$ cat src/rtl/adder_pkg.sv
// Shared definitions for the adder family: FSM state encoding.
package adder_pkg;

  typedef enum logic [1:0] {
    IDLE = 2'd0,
    RUN  = 2'd1,
    DONE = 2'd2
  } state_t;

endpackage

$ cat src/rtl/fa.sv
// One-bit full-adder cell.
module fa (
  input  logic a,
  input  logic b,
  input  logic ci,
  output logic s,
  output logic co
);

  assign s  = a ^ b ^ ci;
  assign co = (a & b) | (a & ci) | (b & ci);

endmodule

$ cat src/rtl/ripple_digit.sv
// DIGIT-bit ripple-carry chain of fa cells; exposes the carry into and out of the top bit
// so the caller can derive signed overflow on the final digit.
module ripple_digit #(
  parameter int DIGIT = 1
) (
  input  logic [DIGIT-1:0] a,
  input  logic [DIGIT-1:0] b,
  input  logic             ci,
  output logic [DIGIT-1:0] s,
  output logic             c_top,
  output logic             co
);

  logic [DIGIT:0] c;

  assign c[0]  = ci;
  assign co    = c[DIGIT];
  assign c_top = c[DIGIT-1];

  for (genvar g = 0; g < DIGIT; g++) begin : g_bit
    fa u_fa (
      .a  (a[g]),
      .b  (b[g]),
      .ci (c[g]),
      .s  (s[g]),
      .co (c[g+1])
    );
  end

endmodule

$ cat src/rtl/serial_adder.sv
// Digit-serial adder: adds WIDTH-bit operands DIGIT bits per clock, LSB digit first.
module serial_adder
  import adder_pkg::*;
#(
  parameter int WIDTH = 8,
  parameter int DIGIT = 1
) (
  input  logic             clk,
  input  logic             rst_n,
  input  logic             start,
  input  logic [WIDTH-1:0] A,
  input  logic [WIDTH-1:0] B,
  input  logic             Cin,
  output logic [WIDTH-1:0] Sum,
  output logic             Cout,
  output logic             ovf,
  output logic             busy,
  output logic             done
);

  localparam int N  = WIDTH / DIGIT;
  localparam int CW = $clog2(N) + 1;

  state_t           state, state_n;
  logic [WIDTH-1:0] a_q, b_q;
  logic             carry;
  logic [CW-1:0]    cnt;
  logic [DIGIT-1:0] da, db, ds;
  logic             c_top, c_out;
  logic             last;

  // Select the current digit of the captured operands; constant slices keep the mux simple.
  always_comb begin
    da = '0;
    db = '0;
    for (int k = 0; k < N; k++) begin
      if (cnt == CW'(k)) begin
        da = a_q[k*DIGIT +: DIGIT];
        db = b_q[k*DIGIT +: DIGIT];
      end
    end
  end

  assign last = (cnt == CW'(N - 1));

  ripple_digit #(.DIGIT(DIGIT)) u_digit (
    .a     (da),
    .b     (db),
    .ci    (carry),
    .s     (ds),
    .c_top (c_top),
    .co    (c_out)
  );

  // Next-state logic; DONE lasts one cycle unless start chains straight into RUN.
  always_comb begin
    state_n = state;
    case (state)
      IDLE:    if (start) state_n = RUN;
      RUN:     if (last)  state_n = DONE;
      DONE:    state_n = start ? RUN : IDLE;
      default: state_n = IDLE;
    endcase
  end

  // State register.
  always_ff @(posedge clk or negedge rst_n) begin
    if (!rst_n) state <= IDLE;
    else        state <= state_n;
  end

  // Operand capture, per-digit sum/carry update and registered status outputs.
  always_ff @(posedge clk or negedge rst_n) begin
    if (!rst_n) begin
      a_q   <= '0;
      b_q   <= '0;
      carry <= 1'b0;
      cnt   <= '0;
      Sum   <= '0;
      Cout  <= 1'b0;
      ovf   <= 1'b0;
      busy  <= 1'b0;
      done  <= 1'b0;
    end else begin
      busy <= (state_n == RUN);
      done <= (state_n == DONE);
      if (state != RUN && start) begin
        a_q   <= A;
        b_q   <= B;
        carry <= Cin;
        cnt   <= '0;
      end else if (state == RUN) begin
        for (int k = 0; k < N; k++)
          if (cnt == CW'(k)) Sum[k*DIGIT +: DIGIT] <= ds;
        carry <= c_out;
        cnt   <= cnt + CW'(1);
        if (last) begin
          Cout <= c_out;
          ovf  <= c_top ^ c_out;
        end
      end
    end
  end

endmodule

$ cat config.mk
export PLATFORM = sky130hd
export DESIGN_NAME = serial_adder
export DESIGN_NICKNAME = d
export VERILOG_FILES = /design/src/rtl/adder_pkg.sv /design/src/rtl/fa.sv /design/src/rtl/ripple_digit.sv /design/src/rtl/serial_adder.sv
export SDC_FILE = /design/constraint.sdc
export NUM_CORES = 1
export LEC_CHECK = 0
export ABC_AREA = 1
export CAP_MARGIN = 15
export CORE_MARGIN = 5
export CORE_UTILIZATION = 30
export DETAILED_ROUTE_END_ITERATION = 12
export SLEW_MARGIN = 20
export SYNTH_ARGS = -nofsm -noshare
export SYNTH_HDL_FRONTEND = slang
export SYNTH_SLANG_ARGS = --single-unit
$ cat constraint.sdc
create_clock -name clk -period 3.4 [get_ports clk]
set_input_delay 0.51 -clock clk [delete_from_list [all_inputs] [get_ports clk]]
set_output_delay 0.51 -clock clk [all_outputs]
set_load 0.05 [all_outputs]
Word level (Yosys, flattened, before mapping)
Index checks and enable logic that the tools add are counted.
- bits in registers: 35
- output and inout bits: 12
- input port bits: 20
- word-level logic and storage cells: 75
- $add $sub $neg: 1
- mux-type cells: 24
- equal/unequal tests: 12
- bitwise logic cells: 9
- reductions and logical operators: 12
- operators by type and width (cell ; number):
    AND reduction 3 bit ; 8
    two-way mux 1 bit ; 19
    equality test 4 x 3 -> 1 bit, second input constant ; 4
    equality test 4 x 2 -> 1 bit, second input constant ; 2
    two-way mux 4 bit ; 2
    one-hot mux 2 bit (3 select lines) ; 1
    adder 4 x 1 -> 4 bit, second input constant ; 1
    equality test 2 x 1 -> 1 bit, second input constant ; 2
    equality test 2 bit, second input constant ; 2
    equality test 4 x 1 -> 1 bit, second input constant ; 1
    logical NOT 4 bit ; 1
    two-way mux 2 bit ; 2
    bitwise AND 1 bit ; 3
    bitwise XOR 1 bit ; 3
    logical NOT 2 bit ; 1
    inequality test 2 x 1 -> 1 bit, second input constant ; 1
    bitwise OR 1 bit ; 2
    nonzero test 2 bit ; 1
    logical AND 1 bit ; 1
    inverter 1 bit ; 1

Longest topological paths before layout
Gate-level depths: netlist of run 1.
- word-level depth: 14
- depth in mapped cells: 15

Modules after synthesis
From an unflattened synthesis of run 1, not the netlist that was laid out.
- cell total of the unflattened synthesis: 202
- area total of the unflattened synthesis: 1722.9 um^2
- by module, submodules not included (module ; area each (um^2) ; times used ; sequential area each (um^2) ; cells each):
    serial_adder ; 1695.4 ; 1 ; 875.8 ; 200
    fa ; 20.0 ; 1 ; 0.0 ; 1
    ripple_digit ; 7.5 ; 1 ; 0.0 ; 1

Worst setup path after synthesis of run 1
Ideal clock, no wire load.
- kind: flip-flop to flip-flop
- start: register cnt[0]
- end: register ovf
- cell stages (with the launch flop): 15
- slack: 1.180 ns
- data required time: 3.272 ns
- clock period less this slack: 2.220 ns
- data arrival time: 2.092 ns
- setup time: 0.128 ns
- path through: dfrtp_1 -> inv_1 -> ha_1 -> inv_1 -> nor2_1 -> nand3_1 -> nand3_1 -> nand2_1 -> nand2_1 -> nand2_1 -> nand2_1 -> a21boi_1 -> fa_1 -> xnor2_1 -> mux2_1
- word-level cells in the longest chain between the ends: 13
- elaborated cells between the ends (all ways): 31
- classes of those cells: eq/ne (7); mux (16); bitwise (6); reduce/logical (2)
- RTL lines (what ; line ; RTL):
    start: declaration ; serial_adder.sv:27 ; logic [CW-1:0] cnt;
    start signal: assignment ; serial_adder.sv:96 ; cnt <= cnt + CW'(1);
    logical NOT 4 bit ; serial_adder.sv:37 ; if (cnt == CW'(k)) begin
    two-way mux 1 bit (8 in series) ; serial_adder.sv:37 ;
    bitwise AND 1 bit ; fa.sv:11 ; assign co = (a & b) | (a & ci) | (b & ci);
    bitwise OR 1 bit (2 in series) ; fa.sv:11 ;
    bitwise XOR 1 bit ; serial_adder.sv:99 ; ovf <= c_top ^ c_out;
    end signal: assignment ; serial_adder.sv:99 ;
    end: declaration ; serial_adder.sv:16 ; output logic ovf,
Parallel ways exist; a longest one is shown, timed or not.
A chain may end at the register's enable or synchronous reset.

Worst setup path after layout of run 1
- start: register cnt[1]
- end: register ovf
Same word-level chain as after synthesis.

==> results.txt, run 1 <==
Lkg Pwr: 1.07 nW
setup tns final: 0 ns
Multi-input gate area: 734 um^2
synthesized area per cell: 8.35 um^2
Iter 0 DRT Violations: 39
CP Class: flop to flop
switching share of total power: 47.6%
Top Ports: 32
RSZ-0062 raised after global routing: no
vias in the first global route: 1380
CTS tree: built
Worst Path Arrival: 2.62 ns
VDD IR max: 0.000360 V
Final nets: 267
status: finished, final reports clean
largest net degree at the start of global routing: 36
area of the die: 7350 um^2
postcts setup bufs: 0
post-CTS resize count: 0
pwr dens: 1020 nW/um^2
Clock transition at path regs: 0.07 ns
dpl hpwl: 2.85 mm
clock root cell: clkbuf_8
total gr overflow: 0
critical path, cell by cell: inv_1 > ha_1 > inv_1 > nor2_1 > nand2_1 > nand3_1 > nand2_1 > nand2_1 > nand2_1 > nand2_1 > a21boi_1 > fa_1 > xnor2_1 > mux2_1
syn_nets: 231
CTS Hold Buffers Added: 0
via count: 1375
commonest non-fill, non-tap cell in the layout: nand2_1
Final Power: 0.00225 W
row count: 27
Yosys top cell area share: 50.9%
CTS Buf Count: 5
Tmin final: 2.46 ns
Yosys top cell by area: dfrtp_1
Psw: 0.00107 W
Final Max Tran Viols: 0
clock buffer depth: 2
Clk pwr share: 12.5%
DRT Pass-1 Iters: 4
worst flop-to-flop path startpoint: cnt[1]
min-delay src: a_q[3]
Initial Utilization: 31.1%
Synth Warn #: 0
Sequential Area: 876 um^2
maxcap violations: 0
Seq cells post-synth: 35
Tcrit/Tclk final: 72.3%
cell with the largest stage delay on the worst path: fa_1
Final Hold Viols: 0
Rel. slew slack: 65.1%
WL per Instance: 11.8 um
DRC errors left: 0
min-delay worst type: flop to flop
Area Growth Syn to Fin: 27.8%
global-route wire length before repair: 6.58 mm
fillers: 599
layout cell share with drive strength beyond 1: 9.05%
Yosys cell types: 29
CP startpoint kind: flop
Worst Path Max Fanout: 4
ANT nets after route: 0
gr usage total: 11.5%
most frequent cells in the layout: nand2_1 (72), dfrtp_1 (35), clkdlybuf4s50_1 (31), nor2_1 (20), inv_1 (18)
Final Skew: 0.00591 ns
CP Data Required Time: 3.57 ns
Syn Std Cell Area: 1720 um^2
Final setup viols: 0
Synth area leaders: dfrtp_1 (51%), nand2_1 (16%), nor2_1 (4.4%)
ANT cells: 0
Worst setup EP type: flop
PortBufs: 31
Comb power frac: 54.8%
Die Ht: 85.7 um
Die X: 85.7 um
fin cells: 315
internal cell power: 0.00118 W
routability cong.: 0.804
Worst-Skew Late Latency: 0.28 ns
core outline area: 5540 um^2
crit path launch: cnt[1]
Clock Sinks: 35
Cells after Synth: 206
WL final: 3.73 mm
sequential cell area fraction in the yosys report: 50.9%
placed insts: 307
H-tree levels: 2
max incr delay on CP: 0.44 ns
vias per inst: 4.37
CP dominant cell by count: nand2_1
worst-margin pin slew: 0.523 ns
fmax: 407 MHz
initial antenna violation count: 0
Seq pwr share: 32.7%
-- routing by layer --
metal  track usage (%)  vias up  wire length, um  part of all wire [%]
li1                  -      721                -                     -
met1              14.7      617             1810                    49
met2              18.1       31             1690                    45
met3              3.75        6              177                   4.7
met4              4.03        0               53                   1.4
met5                 0        -                0                     0
-- metrics by stage --
step	utilization (%)	cell area (um^2)	hold slack [ns]	setup WS [ns]
floorplan	-	1720	0.214	1.18
global placement	38.2	2120	0.453	1.04
detailed placement	38.2	2120	0.461	0.971
CTS	39.7	2200	0.478	0.952
global route	39.7	2200	0.496	0.706
finish	39.7	2200	0.475	0.943
-- cells in the mapped netlist --
cell type / number
nand2_1: 72
dfrtp_1: 35
nor2_1: 20
inv_1: 18
nand3_1: 9
a21oi_1: 8
o21ai_0: 6
ha_1: 4
a31oi_1: 3
buf_2: 3
inv_2: 3
nor2_4: 3
inv_4: 2
nand2_2: 2
nor2_8: 2
o21ai_1: 2
o22ai_1: 2
a21boi_1: 1
a21oi_2: 1
a22o_1: 1
buf_1: 1
fa_1: 1
mux2_1: 1
nor2_2: 1
nor3_1: 1
nor4_1: 1
o211ai_1: 1
or2_0: 1
xnor2_1: 1
-- cell families after synthesis --
| kind of cell | synth area share (%) |
|---|---|
| adders and majority gates | 4.07 |
| DFF | 50.9 |
| and+or+nand+nor | 29.1 |
| AOI/OAI and AO/OA | 8.36 |
| xor gates and xnor gates | 0.509 |
| buffers and inverters | 6.40 |
| muxes | 0.654 |
-- worst max-delay path: cells and delay by family (launching register included) --
| kind | cells | cell delay (ns) |
|---|---|---|
| flip-flops | 1 | 0.41 |
| buffers and inverters | 2 | 0.19 |
| AO/OA/AOI/OAI | 1 | 0.08 |
| adder cells (fa/ha/maj) | 2 | 0.68 |
| XOR/XNOR | 1 | 0.15 |
| AND/OR/NAND/NOR | 7 | 0.57 |
| multiplexers | 1 | 0.28 |
-- power groups by stage --
stage | clock network, W | logic, W | registers, W
2_1_floorplan | 0 | 0.000674 | 0.000945
3_3_place_gp | 0 | 0.00122 | 0.000741
3_5_place_dp | 0 | 0.00125 | 0.000746
4_1_cts | 0.000295 | 0.00125 | 0.000740
5_1_grt | 0.000316 | 0.00137 | 0.000761
6_report | 0.000282 | 0.00123 | 0.000736
-- registers in the layout, indices dropped and copies added (netlist names) --
name,flops
Sum,8
a_q,8
b_q,8
cnt,4
state,2
Cout,1
busy,1
carry,1
done,1
ovf,1
-- final timing paths --
check                           depth (start not counted)  slack [ns]     end
max in group asynchronous                               2        2.45  Sum[5]
min in group asynchronous                               2        0.64  a_q[0]
worst min-delay path                                    2        0.47  a_q[3]
worst max-delay path                                   14        0.94     ovf
worst min register to register                          2        0.47  a_q[3]
worst max register to register                         14        0.94     ovf
-- area by class of cell --
type,count,area share [%]
clock inverter,1,0.228
tap,72,4.10
multi-input combinational,144,33.4
inverter,23,4.15
sequential,35,39.8
timing repair buffer,33,14.8
clock buffer,7,3.47
Note: power is estimated with default switching activity, not from simulation.
==> run 2, diff against run 1 <==
==> constraint.sdc (replaced) <==
create_clock -name clk -period 2.1 [get_ports clk]
set_input_delay 0.315 -clock clk [delete_from_list [all_inputs] [get_ports clk]]
set_output_delay 0.315 -clock clk [all_outputs]
set_load 0.05 [all_outputs]
==> run 2 against run 1 <==
Against the previous run:
- the run now ends with negative setup slack left
- core utilization up 5.2 points
- critical endpoint unchanged
- final cell count rose by 6.0%
- register-to-register slack worse by 1.1 ns
- die area unchanged
==> results.txt, run 2 (same netlist as run 1, synthesis figures left out) <==
Clock transition at path regs: 0.08 ns (about the same)
WL final: 3.73 mm (unchanged)
Top Ports: 32 (unchanged)
Final Util: 44.9% (+5.2 points)
Area Growth Syn to Fin: 44.4%
Clock Sinks: 35 (unchanged)
RSZ-0062 raised after global routing: yes
Clk pwr share: 14.0% (+1.5 points)
Initial Utilization: 31.1% (unchanged)
vias in the first global route: 1413 (+2.4%)
Final Hold Viols: 0 (unchanged)
Die X: 85.7 um (unchanged)
switching share of total power: 44.6% (-3.0 points)
pwr dens: 1730 nW/um^2 (+69%)
Psw: 0.00192 W (+79%)
Die Ht: 85.7 um (unchanged)
internal cell power: 0.00239 W (+100%)
DRC errors left: 0 (unchanged)
initial antenna violation count: 0 (unchanged)
largest net degree at the start of global routing: 36 (unchanged)
Multi-input gate area: 828 um^2 (+13%)
Rel. slew slack: 66.8% (+1.7 points)
status: finished, violations left
PortBufs: 31 (unchanged)
CP startpoint kind: flop
Final Power: 0.00431 W (+92%)
clock buffer depth: 2 (unchanged)
fillers: 569 (-5.0%)
area of the die: 7350 um^2 (unchanged)
failing checks: negative setup slack
Final Skew: 0.00911 ns (+0.00320 ns)
Worst setup EP type: flop
Final WS setup: -0.130 ns (-1.07 ns)
Lkg Pwr: 1.20 nW (+12%)
Regs by FF count: Sum x8, a_q x8, b_q x8
H-tree levels: 2 (unchanged)
CTS Buf Count: 5 (unchanged)
row count: 27 (unchanged)
most frequent cells in the layout: nand2_1 (71), dfrtp_1 (34), clkdlybuf4s50_1 (31), nor2_1 (17), buf_4 (17)
clock root cell: clkbuf_8
Final setup viols: 9 (+9)
Final Max Tran Viols: 0 (unchanged)
total gr overflow: 0 (unchanged)
R2R depth: 14 (unchanged)
fmax: 448 MHz (+10%)
maxcap violations: 0 (unchanged)
worst-margin pin slew: 0.496 ns (-0.0264 ns)
via count: 1408 (+2.4%)
Worst Path Max Fanout: 4 (unchanged)
min-delay worst type: primary input to asynchronous set/reset pin
Iter 0 DRT Violations: 51 (+31%)
setup tns final: -0.956 ns (-0.956 ns)
gr usage total: 11.2% (-0.26 points)
dpl hpwl: 2.74 mm (-3.8%)
Seq pwr share: 27.3% (-5.4 points)
CTS Hold Buffers Added: 0 (unchanged)
Tmin final: 2.23 ns (-0.227 ns)
global-route wire length before repair: 6.53 mm (-0.73%)
Comb power frac: 58.6% (+3.8 points)
core outline area: 5540 um^2 (unchanged)
RR Endpoint: ovf
VDD IR max: 0.000630 V (+75%)
ANT cells: 0 (unchanged)
CP Data Required Time: 2.28 ns (-1.29 ns)
worst flop-to-flop path startpoint: cnt[1]
layout cell share with drive strength beyond 1: 22.5% (+13 points)
DRT Pass-1 Iters: 4 (unchanged)
Worst-Skew Late Latency: 0.29 ns (about the same)
commonest non-fill, non-tap cell in the layout: nand2_1
routability cong.: 0.788 (-2.0%)
Sequential Area: 877 um^2 (+0.14%)
worst hold margin: 0.444 ns (-0.0304 ns)
Final nets: 286 (+7.1%)
r2r setup slk: -0.13 ns (-1.07 ns)
WL per Instance: 11.2 um (-5.7%)
Worst Path Arrival: 2.41 ns (-0.21 ns)
ANT nets after route: 0 (unchanged)
CP Class: flop to flop
Tcrit/Tclk final: 106% (+34 points)
CTS tree: built
vias per inst: 4.22 (-3.4%)
-- run 2: timing repair --
item | in CTS | in global routing
setup endpoints to repair | 10 | 11
setup buffers | 8 | 0
resized for setup | 14 | 5
pin swaps | 13 | 6
-- run 2: routing by layer --
layer  part of all wire (%)  global-route usage (%)  vias to the layer above
met5                      0                       0                        -
met4                    1.3                    3.88                        0
met3                    5.7                    3.17                        5
met2                     45                    17.3                       32
met1                     48                    15.0                      612
li1                       -                       -                      759
-- run 2: worst max path at each step --
| stage | startpoint | end | slack [ns] | depth (start not counted) |
|---|---|---|---|---|
| floorplan | cnt[0] | Sum[2] | 0.005 | 13 |
| global placement | cnt[1] | ovf | -0.14 | 14 |
| detailed placement | cnt[0] | ovf | -0.16 | 14 |
| CTS | cnt[1] | Sum[3] | -0.13 | 10 |
| global route | cnt[0] | Sum[0] | -0.27 | 14 |
| finish | cnt[1] | ovf | -0.13 | 14 |
-- run 2: final cells by class --
| cell class | count | area share, % |
|---|---|---|
| clock inverters | 3 | 1.76 |
| clock buffers | 5 | 2.77 |
| well taps | 72 | 3.63 |
| multi-input cells | 144 | 33.3 |
| inverters | 23 | 3.78 |
| flip-flops and latches | 35 | 35.3 |
| repair buffers | 52 | 19.4 |
-- run 2: through the flow --
step                      setup WS (ns)  std cells  cell area (um^2)
after floorplan                 0.00480        206              1760
after global placement           -0.139        318              2230
after detailed placement         -0.158        318              2230
after CTS                        -0.129        334              2460
after global routing             -0.270        334              2480
final                            -0.130        334              2480
-- run 2: power by group through the flow --
stage               combinational [W]  clock, W  sequential, W
floorplan                     0.00116         0        0.00154
global placement              0.00222         0        0.00119
detailed placement            0.00225         0        0.00120
CTS                           0.00249  0.000624        0.00118
global route                  0.00278  0.000656        0.00122
finish                        0.00253  0.000604        0.00118
-- run 2: critical path, stage by stage, from the launching register on --
cell and delay [ns]:
dfrtp_1 0.41, inv_2 0.11, ha_4 0.18, inv_1 0.07, nor2_2 0.10, nand2_1 0.07
nand3_1 0.08, nand2_1 0.05, nand2_1 0.05, nand2_1 0.04, nand2_1 0.07, a21boi_2 0.06
fa_2 0.42, xnor2_1 0.15, mux2_4 0.25
==> run 3, diff against run 2 <==
--- a/config.mk
+++ b/config.mk
@@ -7,9 +7,13 @@
 export LEC_CHECK = 0
 export ABC_AREA = 1
 export CAP_MARGIN = 15
+export CELL_PAD_IN_SITES_DETAIL_PLACEMENT = 1
+export CELL_PAD_IN_SITES_GLOBAL_PLACEMENT = 2
 export CORE_MARGIN = 5
-export CORE_UTILIZATION = 30
+export CORE_UTILIZATION = 27
 export DETAILED_ROUTE_END_ITERATION = 12
+export MAX_ROUTING_LAYER = met4
+export PLACE_DENSITY_LB_ADDON = 0.1
 export SLEW_MARGIN = 20
 export SYNTH_ARGS = -nofsm -noshare
 export SYNTH_HDL_FRONTEND = slang
==> run 3 against run 2 <==
Against the previous run:
- die area up 9.8%
- design area is 3.3% lower
- the run still ends with negative setup slack left
- sequential power about the same
==> results.txt, run 3 (same netlist as run 1, synthesis figures left out) <==
status: finished, violations left
failing checks: negative setup slack
routability cong.: 0.728 (-7.7%)
critical path, cell by cell: inv_4 > ha_4 > buf_6 > nand2_4 > or2_0 > nand2_1 > nand2_1 > a21oi_2 > fa_2 > a31oi_1
DRC errors left: 0 (unchanged)
commonest non-fill, non-tap cell in the layout: nand2_1
Final Util: 38.3% (-6.6 points)
PortBufs: 31 (unchanged)
Tmin final: 2.21 ns (-0.0214 ns)
vias in the first global route: 1604 (+14%)
Top Ports: 32 (unchanged)
Final Skew: 0.00893 ns (-0.000176 ns)
clock buffer depth: 2 (unchanged)
WL per Instance: 13.6 um (+22%)
Die Ht: 89.8 um (+4.8%)
fmax: 453 MHz (+0.97%)
Final setup viols: 9 (unchanged)
placed insts: 324 (+1.9%)
CTS tree: built
CTS Buf Count: 5 (unchanged)
max incr delay on CP: 0.55 ns (+0.13 ns)
Clock transition at path regs: 0.07 ns (about the same)
Die X: 89.8 um (+4.8%)
Lkg Pwr: 1.15 nW (-4.5%)
layout cell share with drive strength beyond 1: 21.5% (-1.0 points)
area of the die: 8070 um^2 (+9.8%)
total gr overflow: 0 (unchanged)
CP Data Required Time: 2.31 ns (+0.03 ns)
gr usage total: 12.7% (+1.5 points)
min-delay worst type: primary input to asynchronous set/reset pin
R2R depth: 10 (-4)
dpl hpwl: 3.32 mm (+21%)
Clock Sinks: 35 (unchanged)
Area Growth Syn to Fin: 39.6%
Worst-Skew Late Latency: 0.29 ns (about the same)
Final Hold Viols: 0 (unchanged)
CP startpoint kind: flop
Final nets: 281 (-1.7%)
clock root cell: clkbuf_8
Multi-input gate area: 803 um^2 (-3.0%)
Final WS setup: -0.109 ns (+0.0214 ns)
cell with the largest stage delay on the worst path: fa_2
core outline area: 6280 um^2 (+13%)
ANT nets after route: 0 (unchanged)
CP dominant cell by count: nand2_1
Worst setup EP type: flop
WL final: 4.54 mm (+22%)
Tcrit/Tclk final: 105% (-1.0 points)
Worst Path Arrival: 2.42 ns (about the same)
DRT Pass-1 Iters: 4 (unchanged)
r2r setup slk: -0.11 ns (+0.02 ns)
worst flop-to-flop path startpoint: cnt[1]
largest net degree at the start of global routing: 36 (unchanged)
via count: 1472 (+4.5%)
RR Endpoint: Sum[0]
CTS Hold Buffers Added: 0 (unchanged)
Iter 0 DRT Violations: 45 (-12%)
Regs by FF count: Sum x8, a_q x8, b_q x8
Sequential Area: 881 um^2 (+0.43%)
Initial Utilization: 27.4% (-3.6 points)
initial antenna violation count: 0 (unchanged)
WP buf/inv: 2 (unchanged)
vias per inst: 4.42 (+4.9%)
maxcap violations: 0 (unchanged)
CP Class: flop to flop
fillers: 773 (+36%)
Final Max Tran Viols: 0 (unchanged)
ANT cells: 0 (unchanged)
worst-margin pin slew: 0.575 ns (+0.0786 ns)
row count: 29 (+7.4%)
pwr dens: 1720 nW/um^2 (-0.55%)
Worst Path Max Fanout: 8 (+4)
Crit path depth: 10 (-4)
RSZ-0062 raised after global routing: yes
Rel. slew slack: 61.6% (-5.2 points)
H-tree levels: 2 (unchanged)
Largest delay share family, worst path: adder cells
VDD IR max: 0.000598 V (-5.2%)
global-route wire length before repair: 8.03 mm (+23%)
fin cells: 333 (-0.30%)
most frequent cells in the layout: nand2_1 (71), dfrtp_1 (31), clkdlybuf4s50_1 (31), nor2_1 (17), inv_1 (16)
==> run 3: cell types whose count changed in the layout (fill, tap and decap cells not counted), sizes merged <==
cell	before	now
clkbuf	5	6
buf	21	16
clkinv	2	1
bufinv	1	0
==> run 3: layer usage <==
layer | GRT usage, % | up-vias | routed length, um
li1 | - | 744 | -
met1 | 15.3 | 692 | 2030
met2 | 20.6 | 28 | 2190
met3 | 3.34 | 8 | 237
met4 | 4.53 | 0 | 80
met5 | - | - | 0
==> run 3: stage by stage <==
stage / area (um^2) / total power [W] / setup TNS, ns / worst slack, ns / hold slack (ns)
4_1_cts: 2360 / 0.00411 / -1.43 / -0.160 / 0.454
2_1_floorplan: 1760 / 0.00270 / 0 / 0.00480 / 0.0194
3_3_place_gp: 2250 / 0.00351 / -1.18 / -0.174 / 0.457
3_5_place_dp: 2250 / 0.00353 / -1.44 / -0.173 / 0.466
6_report: 2400 / 0.00414 / -0.704 / -0.109 / 0.434
5_1_grt: 2400 / 0.00451 / -2.63 / -0.282 / 0.484
==> run 3: report_power, final <==
group | switching [W] | internal, W | total (W)
Combinational | 0.00147 | 0.000961 | 0.00243
Sequential | 0.000221 | 0.000993 | 0.00121
Clock | 0.000246 | 0.000257 | 0.000503
==> run 3: layout make-up <==
class                           count  share of cell area [%]
Sequential cell                    35                    36.7
Multi-Input combinational cell    144                    33.4
Timing Repair Buffer               47                    18.2
Inverter                           23                    4.01
Tap cell                           77                    4.01
Clock buffer                        6                    3.44
Clock inverter                      1                   0.208
==> run 3: what timing repair did <==
action | 4_1_cts | 5_1_grt
setup buffers | 1 | 1
gates cloned | 0 | 0
resized for setup | 6 | 11
pin swaps | 8 | 9
endpoints found under the setup margin | 11 | 11
==> run 3: worst register-to-register path, cell delays in order (launching register included) <==
cell and delay (ns):
dfrtp_2 0.46, inv_4 0.11, ha_4 0.17, buf_6 0.10
nand2_4 0.05, or2_0 0.22, nand2_1 0.06, nand2_1 0.06
a21oi_2 0.16, fa_2 0.55, a31oi_1 0.19
==> run 3: worst max path at each step <==
stage                 from  endpoint  slack [ns]
finish              cnt[1]    Sum[0]       -0.11
CTS                 cnt[1]    Sum[0]       -0.16
floorplan           cnt[0]    Sum[2]       0.005
detailed placement  cnt[0]       ovf       -0.17
global route        cnt[1]    Sum[0]       -0.28
global placement    cnt[1]       ovf       -0.17
